## src/rtl/alu4_issue_seq_if.sv

```systemverilog
// Bundle of the instruction, ALU and result channels of the alu4 issue sequencer.
// The sequencer uses the slave view; an upstream issuer/ALU/consumer uses the master view.
`timescale 1ns/1ps
interface alu4_issue_seq_if;
    // Instruction channel
    logic       in_valid;
    logic       in_ready;
    logic [2:0] in_op;
    logic [1:0] in_rd;
    logic [1:0] in_rs;
    logic [1:0] in_rt;
    logic [3:0] in_imm;

    // ALU operand and result ports
    logic [3:0] alu_a;
    logic [3:0] alu_b;
    logic [2:0] alu_op;
    logic [3:0] alu_f;
    logic       alu_zero;
    logic       alu_overflow;

    // Result channel
    logic       res_valid;
    logic       res_ready;
    logic [3:0] res_f;
    logic       res_zero;
    logic       res_overflow;
    logic       res_err;

    // Register-file debug read port
    logic [1:0] dbg_sel;
    logic [3:0] dbg_data;

    modport master (
        output in_valid, in_op, in_rd, in_rs, in_rt, in_imm,
        input  in_ready,
        input  alu_a, alu_b, alu_op,
        output alu_f, alu_zero, alu_overflow,
        input  res_valid, res_f, res_zero, res_overflow, res_err,
        output res_ready,
        output dbg_sel,
        input  dbg_data
    );

    modport slave (
        input  in_valid, in_op, in_rd, in_rs, in_rt, in_imm,
        output in_ready,
        output alu_a, alu_b, alu_op,
        input  alu_f, alu_zero, alu_overflow,
        output res_valid, res_f, res_zero, res_overflow, res_err,
        input  res_ready,
        input  dbg_sel,
        output dbg_data
    );
endinterface

```

## src/rtl/alu4_issue_seq.sv

```systemverilog
// Issue/writeback sequencer for the 4-bit combinational ALU: IDLE -> EXEC -> DONE,
// one instruction in flight, operands from a 4x4 register file, result written back.
`timescale 1ns/1ps
module alu4_issue_seq #(
    parameter int NREG = 4,
    parameter int W    = 4
) (
    input  logic               clk,
    input  logic               rst_n,
    alu4_issue_seq_if.slave    bus,
    output logic [1:0]         dbg_state
);

    // Handshakes: a transfer happens on a rising edge where valid and ready are both 1.
    // in_ready is high exactly in IDLE; res_valid is high exactly in DONE, and the
    // result fields stay stable until the consumer takes them with res_ready.

    typedef enum logic [1:0] {
        S_IDLE = 2'd0,
        S_EXEC = 2'd1,
        S_DONE = 2'd2
    } state_e;

    localparam logic [2:0] OP_AND = 3'b000;
    localparam logic [2:0] OP_OR  = 3'b001;
    localparam logic [2:0] OP_ADD = 3'b010;
    localparam logic [2:0] OP_LDI = 3'b011;
    localparam logic [2:0] OP_SUB = 3'b110;
    localparam logic [2:0] OP_SLT = 3'b111;

    state_e         state_q, state_d;
    logic [2:0]     op_q, op_d;
    logic [1:0]     rd_q, rd_d;
    logic [1:0]     rs_q, rs_d;
    logic [1:0]     rt_q, rt_d;
    logic [W-1:0]   imm_q, imm_d;
    logic [W-1:0]   rf_q [NREG];
    logic [W-1:0]   rf_d [NREG];
    logic [W-1:0]   res_f_q, res_f_d;
    logic           res_zero_q, res_zero_d;
    logic           res_ovf_q, res_ovf_d;
    logic           res_err_q, res_err_d;

    logic           is_alu_op;
    logic           is_ldi;

    always_comb begin
        is_alu_op = 1'b0;
        is_ldi    = 1'b0;
        case (op_q)
            OP_AND, OP_OR, OP_ADD, OP_SUB, OP_SLT: is_alu_op = 1'b1;
            OP_LDI:                                is_ldi    = 1'b1;
            default: ;
        endcase
    end

    always_comb begin
        state_d    = state_q;
        op_d       = op_q;
        rd_d       = rd_q;
        rs_d       = rs_q;
        rt_d       = rt_q;
        imm_d      = imm_q;
        rf_d       = rf_q;
        res_f_d    = res_f_q;
        res_zero_d = res_zero_q;
        res_ovf_d  = res_ovf_q;
        res_err_d  = res_err_q;

        case (state_q)
            S_IDLE: begin
                if (bus.in_valid) begin
                    op_d    = bus.in_op;
                    rd_d    = bus.in_rd;
                    rs_d    = bus.in_rs;
                    rt_d    = bus.in_rt;
                    imm_d   = bus.in_imm;
                    state_d = S_EXEC;
                end
            end
            S_EXEC: begin
                // Operands were read from the old rf contents this cycle, so rd==rs/rt is safe.
                if (is_alu_op) begin
                    rf_d[rd_q] = bus.alu_f;
                    res_f_d    = bus.alu_f;
                    res_zero_d = bus.alu_zero;
                    res_ovf_d  = bus.alu_overflow;
                    res_err_d  = 1'b0;
                end else if (is_ldi) begin
                    rf_d[rd_q] = imm_q;
                    res_f_d    = imm_q;
                    res_zero_d = (imm_q == '0);
                    res_ovf_d  = 1'b0;
                    res_err_d  = 1'b0;
                end else begin
                    res_f_d    = '0;
                    res_zero_d = 1'b0;
                    res_ovf_d  = 1'b0;
                    res_err_d  = 1'b1;
                end
                state_d = S_DONE;
            end
            S_DONE: begin
                if (bus.res_ready) begin
                    state_d = S_IDLE;
                end
            end
            default: state_d = S_IDLE;
        endcase
    end

    always_ff @(posedge clk or negedge rst_n) begin
        if (!rst_n) begin
            state_q    <= S_IDLE;
            op_q       <= 3'b000;
            rd_q       <= 2'd0;
            rs_q       <= 2'd0;
            rt_q       <= 2'd0;
            imm_q      <= '0;
            for (int i = 0; i < NREG; i++) begin
                rf_q[i] <= '0;
            end
            res_f_q    <= '0;
            res_zero_q <= 1'b0;
            res_ovf_q  <= 1'b0;
            res_err_q  <= 1'b0;
        end else begin
            state_q    <= state_d;
            op_q       <= op_d;
            rd_q       <= rd_d;
            rs_q       <= rs_d;
            rt_q       <= rt_d;
            imm_q      <= imm_d;
            rf_q       <= rf_d;
            res_f_q    <= res_f_d;
            res_zero_q <= res_zero_d;
            res_ovf_q  <= res_ovf_d;
            res_err_q  <= res_err_d;
        end
    end

    // The ALU only ever sees a decodable opcode, and only while an ALU op is executing.
    always_comb begin
        bus.alu_a  = rf_q[rs_q];
        bus.alu_b  = rf_q[rt_q];
        bus.alu_op = (state_q == S_EXEC && is_alu_op) ? op_q : 3'b000;
    end

    always_comb begin
        bus.in_ready     = (state_q == S_IDLE);
        bus.res_valid    = (state_q == S_DONE);
        bus.res_f        = res_f_q;
        bus.res_zero     = res_zero_q;
        bus.res_overflow = res_ovf_q;
        bus.res_err      = res_err_q;
        bus.dbg_data     = rf_q[bus.dbg_sel];
        dbg_state        = state_q;
    end

endmodule

```

## src/flat_wrapper.sv

```systemverilog
// flat-port wrapper written by rule: the top's interface ports become plain ports
module alu4_issue_seq_flat 
#(
    parameter int NREG = 4,
    parameter int W    = 4
)
  (clk, rst_n, dbg_state, bus_in_valid, bus_in_op, bus_in_rd, bus_in_rs, bus_in_rt, bus_in_imm, bus_in_ready, bus_alu_a, bus_alu_b, bus_alu_op, bus_alu_f, bus_alu_zero, bus_alu_overflow, bus_res_valid, bus_res_f, bus_res_zero, bus_res_overflow, bus_res_err, bus_res_ready, bus_dbg_sel, bus_dbg_data);
  alu4_issue_seq_if bus_i ();
  input  logic clk;
  input  logic rst_n;
  output logic [1:0] dbg_state;
  input wire logic [$bits(bus_i.in_valid)-1:0] bus_in_valid;
  input wire logic [$bits(bus_i.in_op)-1:0] bus_in_op;
  input wire logic [$bits(bus_i.in_rd)-1:0] bus_in_rd;
  input wire logic [$bits(bus_i.in_rs)-1:0] bus_in_rs;
  input wire logic [$bits(bus_i.in_rt)-1:0] bus_in_rt;
  input wire logic [$bits(bus_i.in_imm)-1:0] bus_in_imm;
  output wire logic [$bits(bus_i.in_ready)-1:0] bus_in_ready;
  output wire logic [$bits(bus_i.alu_a)-1:0] bus_alu_a;
  output wire logic [$bits(bus_i.alu_b)-1:0] bus_alu_b;
  output wire logic [$bits(bus_i.alu_op)-1:0] bus_alu_op;
  input wire logic [$bits(bus_i.alu_f)-1:0] bus_alu_f;
  input wire logic [$bits(bus_i.alu_zero)-1:0] bus_alu_zero;
  input wire logic [$bits(bus_i.alu_overflow)-1:0] bus_alu_overflow;
  output wire logic [$bits(bus_i.res_valid)-1:0] bus_res_valid;
  output wire logic [$bits(bus_i.res_f)-1:0] bus_res_f;
  output wire logic [$bits(bus_i.res_zero)-1:0] bus_res_zero;
  output wire logic [$bits(bus_i.res_overflow)-1:0] bus_res_overflow;
  output wire logic [$bits(bus_i.res_err)-1:0] bus_res_err;
  input wire logic [$bits(bus_i.res_ready)-1:0] bus_res_ready;
  input wire logic [$bits(bus_i.dbg_sel)-1:0] bus_dbg_sel;
  output wire logic [$bits(bus_i.dbg_data)-1:0] bus_dbg_data;
  assign bus_i.in_valid = bus_in_valid;
  assign bus_i.in_op = bus_in_op;
  assign bus_i.in_rd = bus_in_rd;
  assign bus_i.in_rs = bus_in_rs;
  assign bus_i.in_rt = bus_in_rt;
  assign bus_i.in_imm = bus_in_imm;
  assign bus_in_ready = bus_i.in_ready;
  assign bus_alu_a = bus_i.alu_a;
  assign bus_alu_b = bus_i.alu_b;
  assign bus_alu_op = bus_i.alu_op;
  assign bus_i.alu_f = bus_alu_f;
  assign bus_i.alu_zero = bus_alu_zero;
  assign bus_i.alu_overflow = bus_alu_overflow;
  assign bus_res_valid = bus_i.res_valid;
  assign bus_res_f = bus_i.res_f;
  assign bus_res_zero = bus_i.res_zero;
  assign bus_res_overflow = bus_i.res_overflow;
  assign bus_res_err = bus_i.res_err;
  assign bus_i.res_ready = bus_res_ready;
  assign bus_i.dbg_sel = bus_dbg_sel;
  assign bus_dbg_data = bus_i.dbg_data;
  alu4_issue_seq #(.NREG(NREG), .W(W)) u_core (.clk(clk), .rst_n(rst_n), .bus(bus_i), .dbg_state(dbg_state));
endmodule
```

## config.mk

```make
export PLATFORM = sky130hd
export DESIGN_NAME = alu4_issue_seq_flat
export DESIGN_NICKNAME = d
export VERILOG_FILES = /design/src/rtl/alu4_issue_seq_if.sv /design/src/rtl/alu4_issue_seq.sv /design/src/flat_wrapper.sv
export SDC_FILE = /design/constraint.sdc
export NUM_CORES = 1
export LEC_CHECK = 0
export ABC_AREA = 1
export CAP_MARGIN = 0
export CORE_ASPECT_RATIO = 0.75
export CORE_UTILIZATION = 44
export CTS_CLUSTER_DIAMETER = 60
export DETAILED_ROUTE_END_ITERATION = 7
export GPL_TIMING_DRIVEN = 0
export PLACE_DENSITY = 0.87
export SYNTH_ARGS = -nofsm -noshare
export SYNTH_HDL_FRONTEND = slang
export SYNTH_SLANG_ARGS = --single-unit
```

## constraint.sdc

```tcl
create_clock -name clk -period 1.4 [get_ports clk]
set_clock_uncertainty 0.2 [all_clocks]
set_input_delay 0.28 -clock clk [delete_from_list [all_inputs] [get_ports clk]]
set_output_delay 0.28 -clock clk [all_outputs]
set_load 0.01 [all_outputs]
```

==> Flow_metrics.wiki <==
{| class="wikitable"
! Metric !! Value
|-
| Placeable core area || 4470 um2
|-
| Post-detail-place hpwl || 3920 um
|-
| Width of the die || ~81 um
|-
| Synth warn || 0
|-
| Diodes inserted || 0
|-
| Placed Cells incl. Taps || between 300 and 400
|-
| Final hold vios || 38
|-
| Part of the cycle the worst path needs || 133%
|-
| PD cells || 2520 nW/um2
|-
| Global placer's final weighted congestion || 0.891
|-
| Die outline height || ~61 um
|-
| Setup repair after global routing missed its margin || true
|-
| Shortest period the worst path allows || between 1.5 and 2 ns
|-
| Final total negative setup slack || -14.00 ns
|-
| Element type at the critical path end || output pin
|-
| Critical Path RT || approximately 0.92 ns
|-
| Number of buffers and inverters on the critical path || 4
|-
| Final Max Slew Viols || 0
|-
| HP Class || primary input to async pin
|-
| Status || complete, but fails checks
|-
| R2R Path Start || u_core.op_q[2]$_DFFE_PN0P_
|-
| Violations in the final reports || negative hold slack, negative setup slack
|-
| Netlist area before placement || 2040 um2
|-
| Critical setup path kind || register to output pin
|-
| Sequential Area || 966 um2
|-
| Proportion of synthesized chip area in sequential cells || 46.6%
|-
| Routed via count divided by cell count || 5.99
|-
| Clk_lat worst skew || 0.30 ns
|-
| Initial antenna violation count || 0
|-
| Multi-input gate area || 1330 um2
|-
| First-pass GRT wire length || 9940 um
|-
| Final hold slack || -0.117 ns
|-
| FMAX || 538 MHz
|-
| Area of the die || 4910 um2
|-
| Combinational power share || 62.1%
|-
| WL final || 8290 um
|-
| Delay of the slowest cell on the worst path || 0.43 ns
|-
| Maxcap violations || 0
|-
| IR drop worst, VDD || 1.44 mV
|-
| Number of buffer cells added on primary ports || 49
|-
| Sequential share of power || 28.5%
|-
| Clk buf depth || 2
|-
| Net switching power of the design || 4160 uW
|-
| Vias in the first global route || 2,074
|-
| # IOs || 51
|-
| Slowest stage cell on the critical path || sky130_fd_sc_hd__dfrtp_1
|-
| Antenna violation net count after detailed routing || 0
|-
| Fill cell instance count of the final layout || 278
|-
| Initial Utilization || 45.7%
|-
| Total leakage power || 0.00162 uW
|-
| Startpoint type of the worst setup path || register
|-
| Number of unique standard cell types used by synthesis || 21
|-
| Layout cell share with drive strength beyond 1 || 52.2%
|-
| Cell family with the largest share of critical-path delay || flip-flops
|-
| Largest net degree at the start of global routing || 39
|-
| Number of detailed-route iterations in the first pass || 6
|-
| Internal power of the cells || 4410 uW
|-
| Top fanout value on the critical path || 3
|-
| Cell breakdown of the critical path || inv_2 -> nand3_4 -> nand2_4 -> clkinv_4 -> nand3_2 -> inv_1 -> buf_2
|-
| Number of synthesized register bits || 38
|-
| Syn_nets || ~300
|-
| # H-tree levels || 2
|-
| Worst reg-to-reg setup slack || -0.31 ns
|-
| Clock tree root buffer cell || sky130_fd_sc_hd__clkbuf_8
|-
| 1st-iter DRT viols || 489
|-
| Most common cell after layout, fill and taps aside || sky130_fd_sc_hd__nand2_1
|-
| Detailed-route DRC error count || 0
|-
| Total global routing track utilization || approximately 28%
|-
| Area delta synth->final || 66.9%
|-
| Power share of the clock group || 9.4%
|-
| Pre-CTS worst setup slack || -0.749 ns
|-
| Clock tree from TritonCTS || built
|-
| Min setup slack post-route || -0.459 ns
|-
| Data arrival time of the critical path || 1.38 ns
|-
| Clock-pin slew of the registers on the worst-case setup and hold paths || 0.08 ns
|-
| Sw Ratio || 48.5%
|-
| Sink Count || 38
|-
| Vias || 2,546
|-
| Wire length per cell || 19.5 um
|-
| Total clock buffers created by CTS || 5
|-
| Commonest cells after routing, fill and taps aside || 84 x sky130_fd_sc_hd__nand2_1, 27 x sky130_fd_sc_hd__buf_4, 26 x sky130_fd_sc_hd__dfrtp_1
|-
| Start point of the critical path || u_core.op_q[2]$_DFFE_PN0P_
|-
| Layout net count || 392
|-
| Fin cells || about 430
|-
| Max-Slew Margin vs Limit || between 40% and 50%
|-
| Global-route congestion overflow total || 0
|-
| Final setup fails || 51
|-
| Transition at the pin with the smallest max-transition slack || 0.853 ns
|-
| FP Rows || 21
|-
| Average footprint of a synthesized cell || approximately 7.6 um2
|-
| Count of mapped cells out of synthesis || 270
|}
==> final cells by class <==
cell class | instances | area share [%]
timing repair inverter | 2 | 0.368
timing repair buffer | 88 | 21.8
multi-input combinational | 208 | 39.0
clock inverter | 1 | 0.147
clock buffer | 7 | 2.54
sequential | 38 | 28.4
tap | 57 | 2.10
buffer | 5 | 1.91
inverter | 19 | 3.68
==> final timing paths <==
| kind | end | depth (start not counted) |
|---|---|---|
| min | u_core.bus.res_f[2]$_DFFE_PN0N_ | 1 |
| max | bus_alu_op[1] | 7 |
| min reg2reg | u_core.bus.res_f[3]$_DFFE_PN0N_ | 2 |
| min in group clk | u_core.bus.res_f[3]$_DFFE_PN0N_ | 2 |
| max in group asynchronous | u_core.rf_q[14]$_DFFE_PN0P_ | 1 |
| max reg2reg | u_core.rf_q[2]$_DFFE_PN0P_ | 10 |
==> Yosys cell counts <==
master / instances / area share [%]
sky130_fd_sc_hd__nor2_8: 1 / 0.98
sky130_fd_sc_hd__inv_2: 3 / 0.55
sky130_fd_sc_hd__nor2_2: 2 / 0.61
sky130_fd_sc_hd__o21ai_0: 25 / 6.1
sky130_fd_sc_hd__o22ai_1: 12 / 3.7
sky130_fd_sc_hd__inv_1: 13 / 2.4
sky130_fd_sc_hd__nor3_1: 1 / 0.25
sky130_fd_sc_hd__nand3_2: 5 / 2.5
sky130_fd_sc_hd__buf_4: 2 / 0.74
sky130_fd_sc_hd__o21ai_1: 9 / 2.2
sky130_fd_sc_hd__dfrtp_1: 38 / 47
sky130_fd_sc_hd__nor2_1: 29 / 5.3
sky130_fd_sc_hd__nand3_1: 8 / 2.0
sky130_fd_sc_hd__nor2_4: 5 / 2.8
sky130_fd_sc_hd__inv_6: 1 / 0.43
sky130_fd_sc_hd__buf_2: 3 / 0.74
sky130_fd_sc_hd__nand4_1: 1 / 0.31
sky130_fd_sc_hd__nand2_2: 7 / 2.1
sky130_fd_sc_hd__clkinv_1: 2 / 0.37
sky130_fd_sc_hd__nand2_1: 102 / 19
sky130_fd_sc_hd__nand2_4: 1 / 0.55
==> per-stage QoR <==
stage	utilization [%]	area, um2	power (uW)
3_3_place_gp	59.4	2650	5590
4_1_cts	67.8	3030	7160
2_1_floorplan	-	2090	4230
3_5_place_dp	59.3	2650	5710
6_report	76.2	3400	8580
5_1_grt	76.2	3400	8940
==> power by group through the flow <==
stage                     Clock, uW  Sequential, uW  Combinational [uW]
after floorplan                   0            2100                2140
after CTS                       783            2220                4150
final                           807            2440                5330
after global placement            0            2220                3380
after detailed placement          0            2230                3480
after global routing            867            2480                5590
==> sequential cells by signal (all words and copies together), names as in the netlist, 2 cells and up <==
| signal | count |
|---|---|
| u_core.dbg_state | 2 |
| u_core.rs_q | 2 |
| u_core.op_q | 3 |
| u_core.rd_q | 2 |
| u_core.rf_q | 16 |
| u_core.rt_q | 2 |
| u_core.imm_q | 4 |
| u_core.bus.res_f | 4 |
==> routing by layer <==
metal	track usage, %	vias up	routed length (um)
met4	13.0	0	439
li1	-	1066	-
met3	7.97	76	887
met5	0	-	0
met2	43.6	216	3850
met1	37.3	1188	3120
==> logic make-up (layout without fill, tap and decap cells) <==
logic type             Yosys count  after routing  share of synthesized area [%]
buffers and inverters           24            122                           5.21
AOI/OAI and AO/OA               46             46                           12.0
and+or+nand+nor                162            162                           36.1
DFF                             38             38                           46.6
==> worst reg2reg max path: cells and delay by family, from the launching register on <==
kind,cells,cell delay (ns)
flops,1,0.43
simple gates,5,0.42
buf+inv,5,0.57
==> repair_timing <==
action,CTS,global route
setup endpoints to repair,37,61
gates cloned,1,4
pin swaps,28,20
hold endpoints to repair,38,38
buffers inserted,27,9
resized for setup,160,99
(Power assumes the default switching activity.)
==> variant (same settings) <==
`NREG` is set to 4 in 2 places; all go to 2.
--- a/src/rtl/alu4_issue_seq.sv
+++ b/src/rtl/alu4_issue_seq.sv
@@ -4,3 +4,3 @@
 module alu4_issue_seq #(
-    parameter int NREG = 4,
+    parameter int NREG = 2,
     parameter int W    = 4
--- a/src/flat_wrapper.sv
+++ b/src/flat_wrapper.sv
@@ -3,3 +3,3 @@
 #(
-    parameter int NREG = 4,
+    parameter int NREG = 2,
     parameter int W    = 4
Function: changed (a bounded check fails within 4 cycles, from zero or initial values and one cycle with rst_n low).
==> variant against the unedited design <==
- the run still ends with hold timing, setup timing left
- synthesized area fell by 31%
- critical path depth down 2
- sequential cell count shrank 10
- wire length decreased by 38%
- total power down 33%
- design area is 29% lower
- worst setup slack improved by 0.064 ns
- global-route usage up 0.20 points
- critical endpoint is now bus_in_ready
==> variant: results (changes against the unedited design) <==
Status
The flow ran to the end, but the final reports show violations. The checks that failed: hold timing, setup timing.

Critical path
In this run the worst setup path terminates at bus_in_ready. The setup slack of the worst register-to-register path came to -0.37 ns (-0.06 ns). The kind of cell with the highest combined delay on the critical path is buffers and inverters. The startpoint identified for the worst register-to-register timing path is u_core.dbg_state[1].

The worst-path maximum fanout is 2 (-1).

GRT
The global-route met3 utilization is 5.13% (-2.8 points). The met1 layer usage reported by global route is 38.6% (+1.4 points). The number of global-route vias before repair is 1,522 (-27%).

The total global routing track utilization is 28.4% (+0.20 points).

Synthesis
The commonest cells after synthesis are 100 x sky130_fd_sc_hd__nand2_1, 28 x sky130_fd_sc_hd__dfrtp_1, 17 x sky130_fd_sc_hd__o21ai_0. The synthesized instance count came to 190 (-30%).

Power
The worst supply voltage drop on vdd is 1.18 mV (-18%).

STA
The total negative slack came to -8.68 ns (+5.32 ns). The worst-case setup margin in the final layout came to -0.395 ns (+0.0639 ns). The final hold slack came to -0.0709 ns (+0.0460 ns). The final number of setup-violating endpoints is 39 (-24%).

The final count of hold timing violations was 28 (-26%).

Clocking
The count of H-tree levels built during CTS is 1 (-1).

Finish
The net count reported at finish came to 299 (-24%). The proportion of layout cells with a drive suffix above 1 is 49.1% (-3.1 points). The count of non-filler cells in the finished layout came to 311 (-27%).

Route
The routed wire length on met2 is 2510 um (-35%). The violation count after the first detailed-route iteration is 152 (-69%). The overall routed net length was 5100 um (-38%).

Placement
The detailed-placement wirelength estimate was 2530 um (-36%). The post-place setup slack was -0.706 ns (+0.0438 ns). The number of port buffers is 47 (-4.1%).

The number of instances in the placed design is 275 (-27%).
-- variant: cell count changes after synthesis, sizes merged, moves of 4 or more --
| cell | unedited run | this run |
|---|---|---|
| o21ai | 34 | 17 |
| nand2 | 110 | 103 |
| nand3 | 13 | 9 |
| nor2 | 37 | 12 |
| dfrtp | 38 | 28 |
| o22ai | 12 | 0 |
| buf | 5 | 1 |
-- variant: power breakdown --
part	internal (W)	switching, W
registers	0.00121	0.000393
clock network	0.000204	0.000238
logic	0.00170	0.00203
-- variant: layout make-up --
cell class | count | area, um^2
Inverter | 16 | 70.1
Fill cell | 175 | 578
Tap cell | 38 | 47.5
Multi-Input combinational cell | 143 | 847
Buffer | 1 | 15.0
Clock buffer | 4 | 45.0
Sequential cell | 28 | 708
Timing Repair Buffer | 81 | 688
-- variant: what timing repair did --
item,4_1_cts,5_1_grt
cloned,1,0
setup endpoints to repair,67,46
buffers inserted,26,7
gates resized for setup,160,50
pin swaps,10,9
hold endpoints to repair,28,28
